## config.mk

```make
export PLATFORM = sky130hd
export DESIGN_NAME = ps2_key_capture
export DESIGN_NICKNAME = d
export VERILOG_FILES = /design/src/rtl/ps2_key_capture_pkg.sv /design/src/rtl/ps2_key_capture_seg7.sv /design/src/rtl/ps2_key_capture.sv
export SDC_FILE = /design/constraint.sdc
export NUM_CORES = 1
export LEC_CHECK = 0
export CAP_MARGIN = 40
export CORE_MARGIN = 8
export CORE_UTILIZATION = 53
export DETAILED_ROUTE_END_ITERATION = 8
export GPL_ROUTABILITY_DRIVEN = 0
export PLACE_DENSITY = 0.8
export SLEW_MARGIN = 5
export SYNTH_ARGS = -nofsm -noshare
export SYNTH_HDL_FRONTEND = slang
export SYNTH_HIERARCHICAL = 1
export SYNTH_SLANG_ARGS = --single-unit
```

## constraint.sdc

```tcl
create_clock -name ps2_clock -period 2.8 [get_ports ps2_clock]
set_clock_uncertainty 0.1 [all_clocks]
set_input_delay 0.56 -clock ps2_clock [delete_from_list [all_inputs] [get_ports ps2_clock]]
set_output_delay 0.56 -clock ps2_clock [all_outputs]
set_load 0.01 [all_outputs]
```

## src/rtl/ps2_key_capture_pkg.sv

```systemverilog
// Shared types, codes and lookup tables for the PS/2 key capture block.
package ps2_key_capture_pkg;

  typedef enum logic [1:0] {
    IDLE   = 2'd0,
    DATA   = 2'd1,
    PARITY = 2'd2,
    STOP   = 2'd3
  } state_t;

  localparam logic [7:0] BREAK_CODE = 8'hF0;
  localparam logic [7:0] EXT_CODE   = 8'hE0;

  // Scan code set 2 make codes for letters and top-row digits; 0x00 means unmapped.
  function automatic logic [7:0] scan_to_ascii(input logic [7:0] code);
    logic [7:0] result;
    case (code)
      8'h1C: result = 8'h41;  8'h32: result = 8'h42;  8'h21: result = 8'h43;
      8'h23: result = 8'h44;  8'h24: result = 8'h45;  8'h2B: result = 8'h46;
      8'h34: result = 8'h47;  8'h33: result = 8'h48;  8'h43: result = 8'h49;
      8'h3B: result = 8'h4A;  8'h42: result = 8'h4B;  8'h4B: result = 8'h4C;
      8'h3A: result = 8'h4D;  8'h31: result = 8'h4E;  8'h44: result = 8'h4F;
      8'h4D: result = 8'h50;  8'h15: result = 8'h51;  8'h2D: result = 8'h52;
      8'h1B: result = 8'h53;  8'h2C: result = 8'h54;  8'h3C: result = 8'h55;
      8'h2A: result = 8'h56;  8'h1D: result = 8'h57;  8'h22: result = 8'h58;
      8'h35: result = 8'h59;  8'h1A: result = 8'h5A;
      8'h45: result = 8'h30;  8'h16: result = 8'h31;  8'h1E: result = 8'h32;
      8'h26: result = 8'h33;  8'h25: result = 8'h34;  8'h2E: result = 8'h35;
      8'h36: result = 8'h36;  8'h3D: result = 8'h37;  8'h3E: result = 8'h38;
      8'h46: result = 8'h39;
      default: result = 8'h00;
    endcase
    return result;
  endfunction

  // Active-low segments, bit0 = a ... bit6 = g.
  function automatic logic [6:0] hex_to_seg(input logic [3:0] nibble);
    logic [6:0] seg;
    case (nibble)
      4'h0: seg = 7'h40;  4'h1: seg = 7'h79;  4'h2: seg = 7'h24;  4'h3: seg = 7'h30;
      4'h4: seg = 7'h19;  4'h5: seg = 7'h12;  4'h6: seg = 7'h02;  4'h7: seg = 7'h78;
      4'h8: seg = 7'h00;  4'h9: seg = 7'h10;  4'hA: seg = 7'h08;  4'hB: seg = 7'h03;
      4'hC: seg = 7'h46;  4'hD: seg = 7'h21;  4'hE: seg = 7'h06;  default: seg = 7'h0E;
    endcase
    return seg;
  endfunction

endpackage

```

## src/rtl/ps2_key_capture_seg7.sv

```systemverilog
// One hexadecimal digit to active-low seven-segment pattern.
module hex_seg7_decoder
  import ps2_key_capture_pkg::*;
(
  input  logic [3:0] nibble,
  output logic [6:0] seg
);

  always_comb begin
    seg = hex_to_seg(nibble);
  end

endmodule

```

## src/rtl/ps2_key_capture.sv

```systemverilog
// PS/2 frame receiver clocked by the keyboard clock, with make-code to ASCII
// translation, a short ASCII history and a two-digit hex display of the last character.
module ps2_key_capture
  import ps2_key_capture_pkg::*;
#(
  parameter int HISTORY_CHARS = 4
) (
  input  logic                       ps2_clock,
  input  logic                       reset,
  input  logic                       ps2_data,
  output logic [7:0]                 scan_code,
  output logic [7:0]                 ascii,
  output logic                       key_valid,
  output logic                       parity_error,
  output logic [8*HISTORY_CHARS-1:0] history,
  output logic [6:0]                 seg_lo,
  output logic [6:0]                 seg_hi
);

  localparam int HIST_W = 8 * HISTORY_CHARS;

  state_t            state;
  logic [7:0]        shift;
  logic [2:0]        bit_count;
  logic              parity_bit;
  logic              break_pending;
  logic              ext_pending;
  logic              frame_good;
  logic [7:0]        mapped;
  logic [HIST_W-1:0] mapped_wide;

  // Evaluated during STOP: ps2_data is the stop bit, shift/parity_bit hold the frame.
  assign frame_good  = ps2_data && (^{shift, parity_bit});
  assign mapped      = scan_to_ascii(shift);
  assign mapped_wide = HIST_W'(mapped);

  always_ff @(negedge ps2_clock) begin
    if (reset) begin
      state         <= IDLE;
      shift         <= 8'h00;
      bit_count     <= 3'd0;
      parity_bit    <= 1'b0;
      break_pending <= 1'b0;
      ext_pending   <= 1'b0;
      scan_code     <= 8'h00;
      ascii         <= 8'h00;
      key_valid     <= 1'b0;
      parity_error  <= 1'b0;
      history       <= '0;
    end else begin
      case (state)
        IDLE: begin
          if (!ps2_data) begin
            state     <= DATA;
            bit_count <= 3'd0;
            key_valid <= 1'b0;
          end
        end
        DATA: begin
          shift     <= {ps2_data, shift[7:1]};
          bit_count <= bit_count + 3'd1;
          if (bit_count == 3'd7) begin
            state <= PARITY;
          end
        end
        PARITY: begin
          parity_bit <= ps2_data;
          state      <= STOP;
        end
        STOP: begin
          state <= IDLE;
          if (!frame_good) begin
            parity_error <= 1'b1;
            key_valid    <= 1'b0;
          end else begin
            parity_error <= 1'b0;
            scan_code    <= shift;
            key_valid    <= 1'b0;
            if (shift == BREAK_CODE) begin
              break_pending <= 1'b1;
            end else if (shift == EXT_CODE) begin
              ext_pending <= 1'b1;
            end else if (break_pending) begin
              // Release of a key: swallow it so ascii keeps the last press.
              break_pending <= 1'b0;
              ext_pending   <= 1'b0;
            end else begin
              ascii       <= mapped;
              ext_pending <= 1'b0;
              if (mapped != 8'h00) begin
                key_valid <= 1'b1;
                history   <= (history << 8) | mapped_wide;
              end
            end
          end
        end
        default: state <= IDLE;
      endcase
    end
  end

  hex_seg7_decoder u_seg_lo (
    .nibble (ascii[3:0]),
    .seg    (seg_lo)
  );

  hex_seg7_decoder u_seg_hi (
    .nibble (ascii[7:4]),
    .seg    (seg_hi)
  );

endmodule

```

==> impl_summary.md, run 1 <==
Run status
The flow did not finish. The stage where the flow stopped is global routing. The first error in the log reads "[ERROR DPL-0038] Utilization greater than 100%, impossible to legalize".

Die
The row count is 31. For this design the top-level I/O count stands at 67. In this run the vertical extent of the chip is 103 um. The initial cell density of the core is 0.550.

In this run the horizontal extent of the chip is 103 um.

Placed design
The total of buffers placed on input and output ports is 61. The half-perimeter wire length of the detailed placement result is 8.55 mm. Prior to clock tree synthesis, the placed netlist has a worst setup slack of -1.09 ns.

Global route
The pin count of the biggest net entering global routing is 37.

Synth
The fraction of the yosys area taken by sequential cells is 0.335. In this run, synthesis inferred 0 flip-flops with an integrated enable. The post-synthesis average cell area is 8.06 sq um. The number of storage elements in the synthesis netlist is 67. Among all flip-flop cells after synthesis, the most frequent one is dfxtp_1. In this run, distinct cell masters in the synthesized netlist total 62. After technology mapping, the gate count stands at 497. The post-synthesis instance area is 0.00401 sq mm. Of all flip-flops after synthesis, the portion carrying an async set or reset was 0. The count of synthesis-stage warnings from yosys is 6.

Timing
The last worst endpoint in the global-route repair_timing is seg_lo[0]. After the last repair the worst path ends at a top-level output.

Clock network
The total clock sinks is 67. In this run the clock root is driven by a clkbuf_8. The deepest level of the CTS H-tree is 3.

The buffer levels on the longest clock path is 2. The number of buffers created by CTS is 9.
[stage by stage]
stage                     utilization  instance area, sq um  std cells
after CTS                       0.962                  7010        851
after detailed placement        0.778                  5670        734
after global placement          0.778                  5670        734
after floorplan                     -                  4430        504
[synth_stat cells (5+ instances only)]
cell type | number | area (sq um)
inv_1 | 22 | 82.6
mux2i_1 | 25 | 250
a21o_1 | 5 | 37.5
a21oi_1 | 42 | 210
buf_2 | 13 | 65.1
ha_1 | 27 | 338
o21ai_0 | 19 | 95.1
or2_2 | 7 | 43.8
nor2_1 | 39 | 146
nand3_1 | 8 | 40.0
nand2b_1 | 6 | 37.5
nand2_1 | 95 | 357
buf_4 | 8 | 60.1
a22o_1 | 8 | 70.1
dfxtp_1 | 67 | 1340
clkbuf_1 | 13 | 48.8
[cells by family after synthesis]
group           count (synthesis)  share of synthesized area
simple gates                  185                      0.210
compound gates                116                      0.186
flops                          67                      0.335
buf+inv                        64                     0.0790
mux                            28                     0.0774
fa+ha+maj                      27                     0.0843
xor+xnor                        9                     0.0268
other cells                     1                   0.000936
[what timing repair did]
action	4_1_cts
resized for setup	457
gates cloned	5
pin swaps	58
endpoints found under the setup margin	117
setup buffers	31
hold buffers	0
==> run 2, diff against run 1 <==
CORE_UTILIZATION = 40   (was 53)
PLACE_DENSITY = not set   (was 0.8)
PLACE_DENSITY_LB_ADDON = 0.15   (was not set)
==> run 2 against run 1 <==
The flow now finishes, with violations (setup timing). Area after synthesis unchanged. Synthesized cell count unchanged.
==> impl_summary.md, run 2 <==
Job
The total of max-cap violations is 0.

Setup path
At the worst endpoint, the required time is 2.14 ns. STA classifies the critical path startpoint as a register. The start point of the critical path is ascii[0]. In this run the critical register-to-register path is launched from shift[1]. The timing endpoint of the critical path is seg_lo[3]. STA puts the critical path data arrival time at 3.13 ns. The slack of the worst reg-to-reg path is 0.21 ns. The kind of end point of the critical path is an output pin. The cell family contributing the most delay on the critical path is multiplexers. Traced cell by cell, the critical path runs through inv_6, ha_4, inv_2, mux4_2, buf_6. The maximum single-stage delay on the critical path is 0.46 ns. The critical path in this run is classified as register to output pin.

The end of the worst register-to-register path is history[10]. On the critical path, the stage with the largest delay is an instance of mux4_2. Measured in cells, the most critical reg-to-reg path has a length of 8. Of all nets on the critical path, the largest fanout is 4. The critical path buffer and inverter count is 3.

The critical path crosses 5 cells after its start point.

Routing
The residual antenna-violating net count after detailed routing is 0. In the routed design, unresolved DRC markers number 0. The first detailed-routing pass ran for 5 iterations. The average wire per cell in the routed design is 16.6 um.

The overall routed net length is 14.7 mm. In the routed layout, each cell is associated on average with a via count of 5.29. Summing over every cut layer, the via total after detailed routing is 4689. The detailed router finished its first iteration with 294 violations.

Global route
The via count of the first global-routing pass was 4590. For this run, the total global-route usage over all layers was measured as 0.189. For this run the aggregate overflow at the end of global routing stands at 0. The first global-routing pass estimated 20.8 mm of wire. The number of antenna violations at the first check in global routing came to 0. Entering global routing, the biggest net connects 29 pins.

Timing
After layout, the worst setup slack is -0.985 ns. The hold violation total from the final report is 0. The tightest hold margin is 0.357 ns. The final total negative setup slack is -26.82 ns. At the pin with the least slew margin, the transition time is 0.727 ns. Setup repair after global routing could not meet its margin everywhere. The final max-slew violation count came to 0. Headroom to the max-slew limit came out at 0.511. The final-report setup violation count is 102.

Run status
The flow ran to the end, but the final reports show violations. The final reports fail on setup timing.

Power and ir drop
For this design the static power due to leakage is 3.37 nW. The largest vdd supply drop is 0.000495 V. The areal power density over the cells is 377 mW/mm^2.

Synth
Counting flops with an async set or reset pin after synthesis yields a share of 0. The share of the synthesized area in the top cell type is 0.335. In this run, synthesis inferred 0 flip-flops with an integrated enable. The count of synthesis-stage warnings from yosys is 6. The adder-cell share of the synthesized area is 0.0843. The compound-gate portion of the synthesized area was 0.186. By count the netlist is led by nand2_1 (95), dfxtp_1 (67), a21oi_1 (42), nor2_1 (39), ha_1 (27).

Of the total synthesized cell area, the portion taken by AND, OR, NAND and NOR gates is 0.210. By area the synthesized netlist is led by dfxtp_1 (33%), nand2_1 (8.9%), ha_1 (8.4%). The parity-gate share of the synthesized area counting xor and xnor cells is 0.0268. The post-synthesis cell count is 497. The post-synthesis instance area is 0.00401 sq mm.

The most repeated cell in the gate-level netlist after synthesis is nand2_1. The cell type contributing the most total cell area after synthesis is dfxtp_1. For this run, the leading register cell type out of synthesis is dfxtp_1. By area, the combinational part of the netlist is dominated by simple AND/OR/NAND/NOR gates. The fraction of the yosys area taken by sequential cells is 0.335. The number of storage elements in the synthesis netlist is 67. The number of distinct standard cells referenced by the synthesized netlist is 62.

Averaged over all synthesized cells, the footprint is 8.06 sq um. The share of synthesized area spent on multiplexers is 0.0774.

Clock network
TritonCTS built the clock tree. The number of buffers created by CTS is 9. Clock tree synthesis selected as its root buffer the cell clkbuf_8. The number of hold buffers added after CTS was 0. The clock-pin slew of the registers on the worst-case setup and hold paths is 0.04 ns. CTS saw 67 sinks. The later-pin clock latency in the skew report is 0.44 ns. The clock passes through at most 2 buffers.

The clock tree synthesis step divided the H-tree into 3 levels.

Die
For this design the top-level I/O count stands at 67. The floorplan has 36 rows. The region available for standard cell placement spans 0.00973 sq mm. The chip width is 116 um. The die footprint is 0.0135 sq mm. The floorplan step set the die height to 116 um. The initial utilization of the core area, before any placement, comes to 0.412.

Final layout
The repair_antennas step left the layout with diodes totalling 0. The library cells used most frequently in the layout, excluding fill and tap cells, are buf_4 (102), buf_6 (82), inv_1 (79), nand2_1 (54), dfxtp_2 (39). The most frequent standard cell in the layout excluding fill and tap cells is buf_4. The area overhead of the layout relative to synthesis is 80.5%.

The final net count is 779. After filler insertion, the fill cell instance count of the layout stands at 685. The share of cells above drive strength 1 is 0.563.

Placed design
The total of buffers placed on input and output ports is 61. The half-perimeter wire length of the detailed placement result is 8.61 mm. The pre-CTS setup slack is -1.04 ns.

Min path
The tightest min-delay check is of the register to register type.
## run 2: kinds of logic (layout without fill, tap and decap cells)
group | count (synthesis) | count (layout)
and+or+nand+nor | 185 | 188
AOI/OAI and AO/OA | 116 | 116
DFF | 67 | 67
buffers and inverters | 64 | 310
muxes | 28 | 28
adders and majority gates | 27 | 27
xor gates and xnor gates | 9 | 9
other | 1 | 8
## run 2: cell type report
| class | instances | area, sq um | share of cell area |
|---|---|---|---|
| tap | 133 | 166 | 0.0230 |
| clock inverter | 73 | 314 | 0.0434 |
| clock buffer | 9 | 124 | 0.0171 |
| sequential | 67 | 1410 | 0.195 |
| multi-input combinational | 376 | 3160 | 0.437 |
| timing repair buffer | 206 | 1930 | 0.267 |
| inverter | 22 | 124 | 0.0171 |
## run 2: stage by stage
stage	utilization	area (sq um)	instances	total power, mW
3_3_place_gp	0.583	5670	764	1.63
6_report	0.744	7230	886	2.73
3_5_place_dp	0.583	5670	764	1.64
5_1_grt	0.744	7230	886	2.91
4_1_cts	0.697	6780	871	2.69
2_1_floorplan	-	4430	504	1.53
## run 2: repair_timing
item | CTS | global route
cloned | 4 | 3
gates resized for setup | 429 | 97
endpoints found under the setup margin | 117 | 110
pin swaps | 46 | 67
buffers inserted | 24 | 16
## run 2: power by group
group / internal, mW / switching (mW)
logic: 0.220 / 0.287
clock network: 0.535 / 0.668
registers: 0.984 / 0.0326
total: 1.74 / 0.987
## run 2: routing by layer
| layer | up-vias | part of all wire | track usage |
|---|---|---|---|
| met1 | 2259 | 0.38 | 0.205 |
| met5 | - | 0 | 0 |
| met3 | 33 | 0.066 | 0.0553 |
| met4 | 0 | 0.024 | 0.0769 |
| met2 | 176 | 0.53 | 0.338 |
| li1 | 2221 | - | - |
## run 2: how the worst min path moves through the flow
stage | startpoint | to | slack [ns] | cells past startpoint
5_1_grt | register | ascii[5] | 0.37 | 2
3_3_place_gp | scan_code[1] | scan_code[1] | 0.35 | 2
3_5_place_dp | scan_code[1] | scan_code[1] | 0.35 | 2
4_1_cts | register | ascii[1] | 0.36 | 2
6_report | register | ascii[5] | 0.36 | 2
2_1_floorplan | register | ascii[0] | 0.33 | 2
## run 2: worst register-to-register path: stages (launching register included)
cell and delay (ns):
dfxtp_1 0.49, xor2_1 0.20, xnor3_1 0.51, mux2i_4 0.24
buf_6 0.14, buf_6 0.10, or4_4 0.54, nand2_2 0.10
a21oi_2 0.05
Power figures use the tool's default switching activity.
==> run 3, diff against run 2 <==
CORE_UTILIZATION = 53   (was 40)
==> run 3 against run 2 <==
The run now fails in clock tree synthesis. Synthesized cell count stayed put. Area after synthesis stayed put.
==> impl_summary.md, run 3 <==
Synth
The number of storage elements in the synthesis netlist is 67. The cell type contributing the most total cell area after synthesis is dfxtp_1. The number of enable flip-flop cells after synthesis is 0. The count of synthesis-stage warnings from yosys is 6. The post-synthesis instance area is 0.00401 sq mm. The fraction of registers with async set/reset is 0. Of the synthesized area, sequential elements account for 0.335.

The number of distinct standard cells referenced by the synthesized netlist is 62. Counting instances in the post-synthesis netlist gives the leading cell types as nand2_1 (95), dfxtp_1 (67), a21oi_1 (42), nor2_1 (39), ha_1 (27). Averaged over all synthesized cells, the footprint is 8.06 sq um.

The prevailing post-synth register cell is dfxtp_1. Ranked by total cell area, the synthesized netlist is headed by dfxtp_1 (33%), nand2_1 (8.9%), ha_1 (8.4%). In the post-synthesis netlist, the cell with the most instances is nand2_1. The share of synthesized area in the top cell type comes to 0.335. After technology mapping, the gate count stands at 497.

Clock network
For this design, the sink count on the clock tree is 67. The number of hold buffers added after cts is 0. Post-CTS repair changed the size of 484 cells. The buffer levels on the longest clock path is 2.

The post-CTS setup-driven buffer insertion count is 41. The number of clock buffers added by TritonCTS is 9. The CTS root buffer is clkbuf_8.

The deepest level of the CTS H-tree is 3.

Placed design
The total of buffers placed on input and output ports is 61. The half-perimeter wire length of the detailed placement result is 8.63 mm. After detailed placement, the total cell area comes to 0.00569 sq mm.

Die
The row count is 31. The y dimension of the die is 103 um. The chip width is 103 um. The I/O pin count is 67. The initial cell density of the core is 0.550.

Run status
The first error in the log reads "[ERROR DPL-0033] detailed placement checks failed during check placement". Progress stopped at clock tree synthesis. The flow did not finish.
## run 3: cell counts after synthesis
Identical to the previous run, type by type.
## run 3: stage by stage
step	instances	setup WS, ns	setup TNS, ns
2_1_floorplan	504	-0.749	-19.83
3_3_place_gp	737	-1.02	-68.12
3_5_place_dp	737	-1.06	-71.53
## run 3: cell families after synthesis
group	synth area share
simple gates	0.210
mux	0.0774
fa+ha+maj	0.0843
other cells	0.000936
buf+inv	0.0790
xor+xnor	0.0268
compound gates	0.186
flops	0.335
